<file path="src/rtl/fetch_unit.sv">
// fetch_unit: owns the PC, fetches instruction words over req/ack and issues them to execute.
// Optional fetch watchdog is built when FETCH_UNIT_TIMEOUT_EN is defined.
module fetch_unit #(
    parameter int unsigned PC_W           = 8,
    parameter int unsigned RESET_PC       = 0,
    parameter int unsigned TIMEOUT_CYCLES = 255
) (
    input  logic            clk,
    input  logic            rst_n,
    input  logic            start,
    output logic            imem_req,
    output logic [PC_W-1:0] imem_addr,
    input  logic            imem_ack,
    input  logic [31:0]     imem_rdata,
    output logic [31:0]     instr,
    output logic [7:0]      opcode,
    output logic            instr_valid,
    input  logic            exec_ready,
    input  logic            jmp,
    input  logic            jmp_if,
    input  logic            halt,
    input  logic            cond_flag,
    output logic [PC_W-1:0] pc,
    output logic            halted,
    output logic            fault,
    output logic [15:0]     retired
);
    localparam int unsigned RET_W = 16;

    typedef enum logic [1:0] {
        IDLE   = 2'd0,
        FETCH  = 2'd1,
        ISSUE  = 2'd2,
        HALTED = 2'd3
    } state_t;

    state_t          state;
    logic            timeout_c;
    logic            take_branch_c;
    logic [PC_W-1:0] branch_target_c;

    assign opcode          = instr[31:24];
    assign imem_addr       = pc;
    // jmp wins over jmp_if; halt is resolved ahead of both in the FSM
    assign take_branch_c   = jmp | (jmp_if & cond_flag);
    assign branch_target_c = instr[PC_W-1:0];

`ifdef FETCH_UNIT_TIMEOUT_EN
    localparam int unsigned TO_W = $clog2(TIMEOUT_CYCLES + 1);

    logic [TO_W-1:0] to_cnt;

    // Counts ack-less FETCH cycles; cleared whenever we are outside FETCH
    always_ff @(posedge clk or negedge rst_n) begin
        if (!rst_n) begin
            to_cnt <= '0;
        end else if (state != FETCH) begin
            to_cnt <= '0;
        end else if (!imem_ack) begin
            to_cnt <= to_cnt + TO_W'(1);
        end
    end

    // An ack in the limit cycle takes precedence over the timeout
    assign timeout_c = (state == FETCH) && !imem_ack &&
                       (to_cnt == TO_W'(TIMEOUT_CYCLES - 1));
`else
    assign timeout_c = 1'b0;
`endif

    always_ff @(posedge clk or negedge rst_n) begin
        if (!rst_n) begin
            state       <= IDLE;
            pc          <= PC_W'(RESET_PC);
            imem_req    <= 1'b0;
            instr       <= '0;
            instr_valid <= 1'b0;
            halted      <= 1'b0;
            fault       <= 1'b0;
            retired     <= '0;
        end else begin
            case (state)
                IDLE: begin
                    if (start) begin
                        state    <= FETCH;
                        imem_req <= 1'b1;
                    end
                end
                FETCH: begin
                    if (imem_ack) begin
                        state       <= ISSUE;
                        imem_req    <= 1'b0;
                        instr       <= imem_rdata;
                        instr_valid <= 1'b1;
                    end else if (timeout_c) begin
                        state    <= HALTED;
                        imem_req <= 1'b0;
                        halted   <= 1'b1;
                        fault    <= 1'b1;
                    end
                end
                ISSUE: begin
                    if (exec_ready) begin
                        instr_valid <= 1'b0;
                        retired     <= retired + RET_W'(1);
                        if (halt) begin
                            state  <= HALTED;
                            halted <= 1'b1;
                        end else begin
                            state    <= FETCH;
                            imem_req <= 1'b1;
                            pc       <= take_branch_c ? branch_target_c : pc + PC_W'(1);
                        end
                    end
                end
                HALTED: begin
                    // Restart keeps the retired count
                    if (start) begin
                        state    <= FETCH;
                        imem_req <= 1'b1;
                        pc       <= PC_W'(RESET_PC);
                        halted   <= 1'b0;
                        fault    <= 1'b0;
                    end
                end
                default: state <= IDLE;
            endcase
        end
    end

endmodule
</file>
<file path="config.mk">
export PLATFORM = sky130hd
export DESIGN_NAME = fetch_unit
export DESIGN_NICKNAME = d
export VERILOG_FILES = /design/src/rtl/fetch_unit.sv
export SDC_FILE = /design/constraint.sdc
export NUM_CORES = 1
export LEC_CHECK = 0
export CAP_MARGIN = 40
export CORE_AREA = 4 4 84 86
export DETAILED_ROUTE_END_ITERATION = 6
export DIE_AREA = 0 0 88 90
export PLACE_DENSITY = 0.94
export SLEW_MARGIN = 20
export SYNTH_ARGS = -nofsm -noshare
export SYNTH_HDL_FRONTEND = slang
export SYNTH_SLANG_ARGS = --single-unit
</file>
<file path="constraint.sdc">
create_clock -name clk -period 2.79 [get_ports clk]
set_input_delay 0.4185 -clock clk [delete_from_list [all_inputs] [get_ports clk]]
set_output_delay 0.4185 -clock clk [all_outputs]
set_load 0.05 [all_outputs]
</file>
==> reports/metrics.csv <==
stage;metric;value;unit
run_status;outcome;finished clean;
logic_synthesis;ys_seq_area_share;53.67;%
logic_synthesis;synth_fp_nets;288;
cts;cts_buffers;9;
global_route;grt-ovfl-total;0;
routing;vias;2255;
sta;rsz0062_at_grt;false;
critical_path;startpoint_type;register;
logic_synthesis;synth-edff-count;0;
logic_synthesis;ys_ff_latch;61;
global_route;grt_pass1_wl;10980;µm
critical_path;cp_top_family;buffers and inverters;
floorplanning;core_area;6277;µm²
placed_design;hpwl;5238;µm
logic_synthesis;ys_warn_count;0;
routing;wl_met1;2674;µm
logic_synthesis;syn-mean-instance-area;11.75;µm²
sta;final_hold_viol_count;0;
layout;design_area;4143;µm²
routing;firstDrtPassIters;4;
sta;setup_viol;0;
cts;clock_sinks;61;
power_and_ir_drop;p_sw;2.727;mW
logic_synthesis;netlist_instances;242;
critical_path;critPathKind;reg -> out;
sta;fmax;471.8;MHz
placed_design;io_buffers;115;
power_and_ir_drop;power_frac_comb;58.3;%
placed_design;gp_congestion;0.8561;
layout;antennaDiodeCount;0;
cts;cts-htree-levels;3;
layout;multi_input_area;1125;µm²
power_and_ir_drop;clkPwrFrac;13.9;%
placed_design;place_area;3951;µm²
routing;routed_wl;6986;µm
floorplanning;die_h;90;µm
routing;routed_via_density;5.281;
cts;clk_latency;0.33;ns
critical_path;max_stage_delay;0.87;ns
layout;layout_common_cells;clkdlybuf4s50_1, dfrtp_1, mux2_2;
sta;tns;0;ns
layout;final_common_cell;clkdlybuf4s50_1;
layout;fillCellCount;479;
power_and_ir_drop;seqPwrFrac;27.9;%
critical_path;cp-end-kind;output pin;
routing;drt.antenna.violating_nets;0;
routing;drc;0;
sta;skew;0.008194;ns
floorplanning;die_x;88;µm
layout;syn2layout_area_growth;45.67;%
critical_path;critical_path.slowest_cell;clkdlybuf4s50_1;
floorplanning;start_util;45.31;%
sta;worst_slack;0.6707;ns
power_and_ir_drop;p_sw_share;49.60;%
critical_path;cp.required;2.37;ns
cts;cts_buffer_depth;2;
power_and_ir_drop;power_density;1327;nW/µm²
routing;routed.top_layer;met4;
global_route;grt_pass1_vias;2284;
routing;wl_per_cell;16.36;µm
logic_synthesis;synth_area;2844;µm²
sta;holdWs;0.1264;ns
sta;fin_crit;2.119;ns
critical_path;crit_buf_inv;1;
critical_path;cp_cell_sequence;clkdlybuf4s50_1;
cts;cts_hold_buffers;0;
critical_path;cp_max_fo;9;
logic_synthesis;ys_async_sr_fraction;100.0;%
critical_path;cp.arrival;1.70;ns
sta;relSlewSlack;54.21;%
floorplanning;fp.dieArea;7920;µm²
floorplanning;rows;29;
floorplanning;ioPinCount;117;
layout;regArea;1526;µm²
placed_design;dp_worst_setup_slack;0.6489;ns
logic_synthesis;ys.flop_type;dfrtp_1;
sta;slew_violations;0;
global_route;grtUsageTotal;17.96;%
global_route;grt_start_max_net_pins;33;
power_and_ir_drop;max-vdd-ir-drop;0.9082;mV
cts;cts_root_buf;clkbuf_8;
run;maxCapViolations;0;
cts;clk_pin_slew_worst_paths;0.08;ns
sta;post-route-period-util;75.96;%
power_and_ir_drop;p_int;2.771;mW
power_and_ir_drop;p_leak;1.757;nW
cts;postCtsSetupBuffers;0;
layout;drive_gt1_share;16.29;%
logic_synthesis;synth_cell_types;41;
sta;tightest_slew;0.6868;ns
routing;drtIter0Drc;76;
layout;finalNetCount;391;
cts;post_cts_resized;0;
cts;cts_tree;done;
global_route;antenna_found_initial;0;
routing;wl_met3;696;µm
min_path;hp-class;in -> async;
routing;routed-wl-met2;3526;µm
[final cells by class]
class                      count  share of cell area, %
tap                           77                  2.326
clock buffer                  10                  3.081
timing repair buffer         117                  28.33
sequential                    61                  36.85
clock inverter                 6                  1.540
inverter                       8                 0.7249
multi-input combinational    148                  27.15
[registers in the layout, indices dropped and copies added, names as in the netlist]
name / count
imem_req: 1
halted: 1
imem_addr: 8
instr: 32
instr_valid: 1
retired: 16
state: 2
[cells by family after synthesis]
family	Yosys count	synth area share [%]
simple gates	58	11.79
flops	61	53.67
compound gates	34	7.084
buf+inv	33	6.775
mux	35	13.73
xor+xnor	15	4.619
fa+ha+maj	5	2.200
other cells	1	0.1319
[power by group through the flow]
stage          Combinational (mW)  Sequential, mW  Clock, mW
6_report                     3.20            1.53      0.762
5_1_grt                      3.35            1.58      0.830
4_1_cts                      3.23            1.53      0.790
3_5_place_dp                 3.22            1.54          0
3_3_place_gp                 3.17            1.51          0
2_1_floorplan                1.15            2.62          0
[layer usage]
layer / global-route usage (%) / vias up
met5: 0 / -
met1: 21.61 / 1091
met4: 6.777 / 0
met3: 7.495 / 14
li1: - / 1039
met2: 28.39 / 111
[Yosys cell counts (all sizes together) (2+ instances only)]
master  count  area share (%)
dfrtp      61              54
mux2       32              13
buf        22             5.3
o21ai      19             3.3
nand2      18             2.5
xnor2      10             3.1
inv         8             1.1
nand4       7             1.5
a21oi       6             1.1
nor3        6             1.2
ha          5             2.2
nor2        5            0.66
xor2        5             1.5
and4        4             1.4
nand3       4            0.70
nor3b       4             1.1
and3        3            0.70
clkbuf      3            0.40
mux2i       3             1.1
a22o        2            0.62
a32oi       2            0.62
[final timing paths]
check	endpoint	slack, ns	cells past startpoint	start
worst max-delay path	imem_addr[4]	0.67	1	imem_addr[4]
worst min-delay path	instr[13]	0.13	1	rst_n
worst max register to register	imem_addr[7]	0.79	6	state[0]
worst min register to register	retired[15]	0.49	1	retired[15]
max in group asynchronous	retired[1]	2.06	2	rst_n
min in group clk	retired[15]	0.49	1	retired[15]
[metrics by stage]
step	cells	power [mW]	util (%)
floorplan	242	3.764	-
CTS	427	5.553	66.00
detailed placement	411	4.767	62.95
global route	427	5.761	66.00
finish	427	5.498	66.00
global placement	411	4.683	62.95
(Power assumes the default switching activity.)
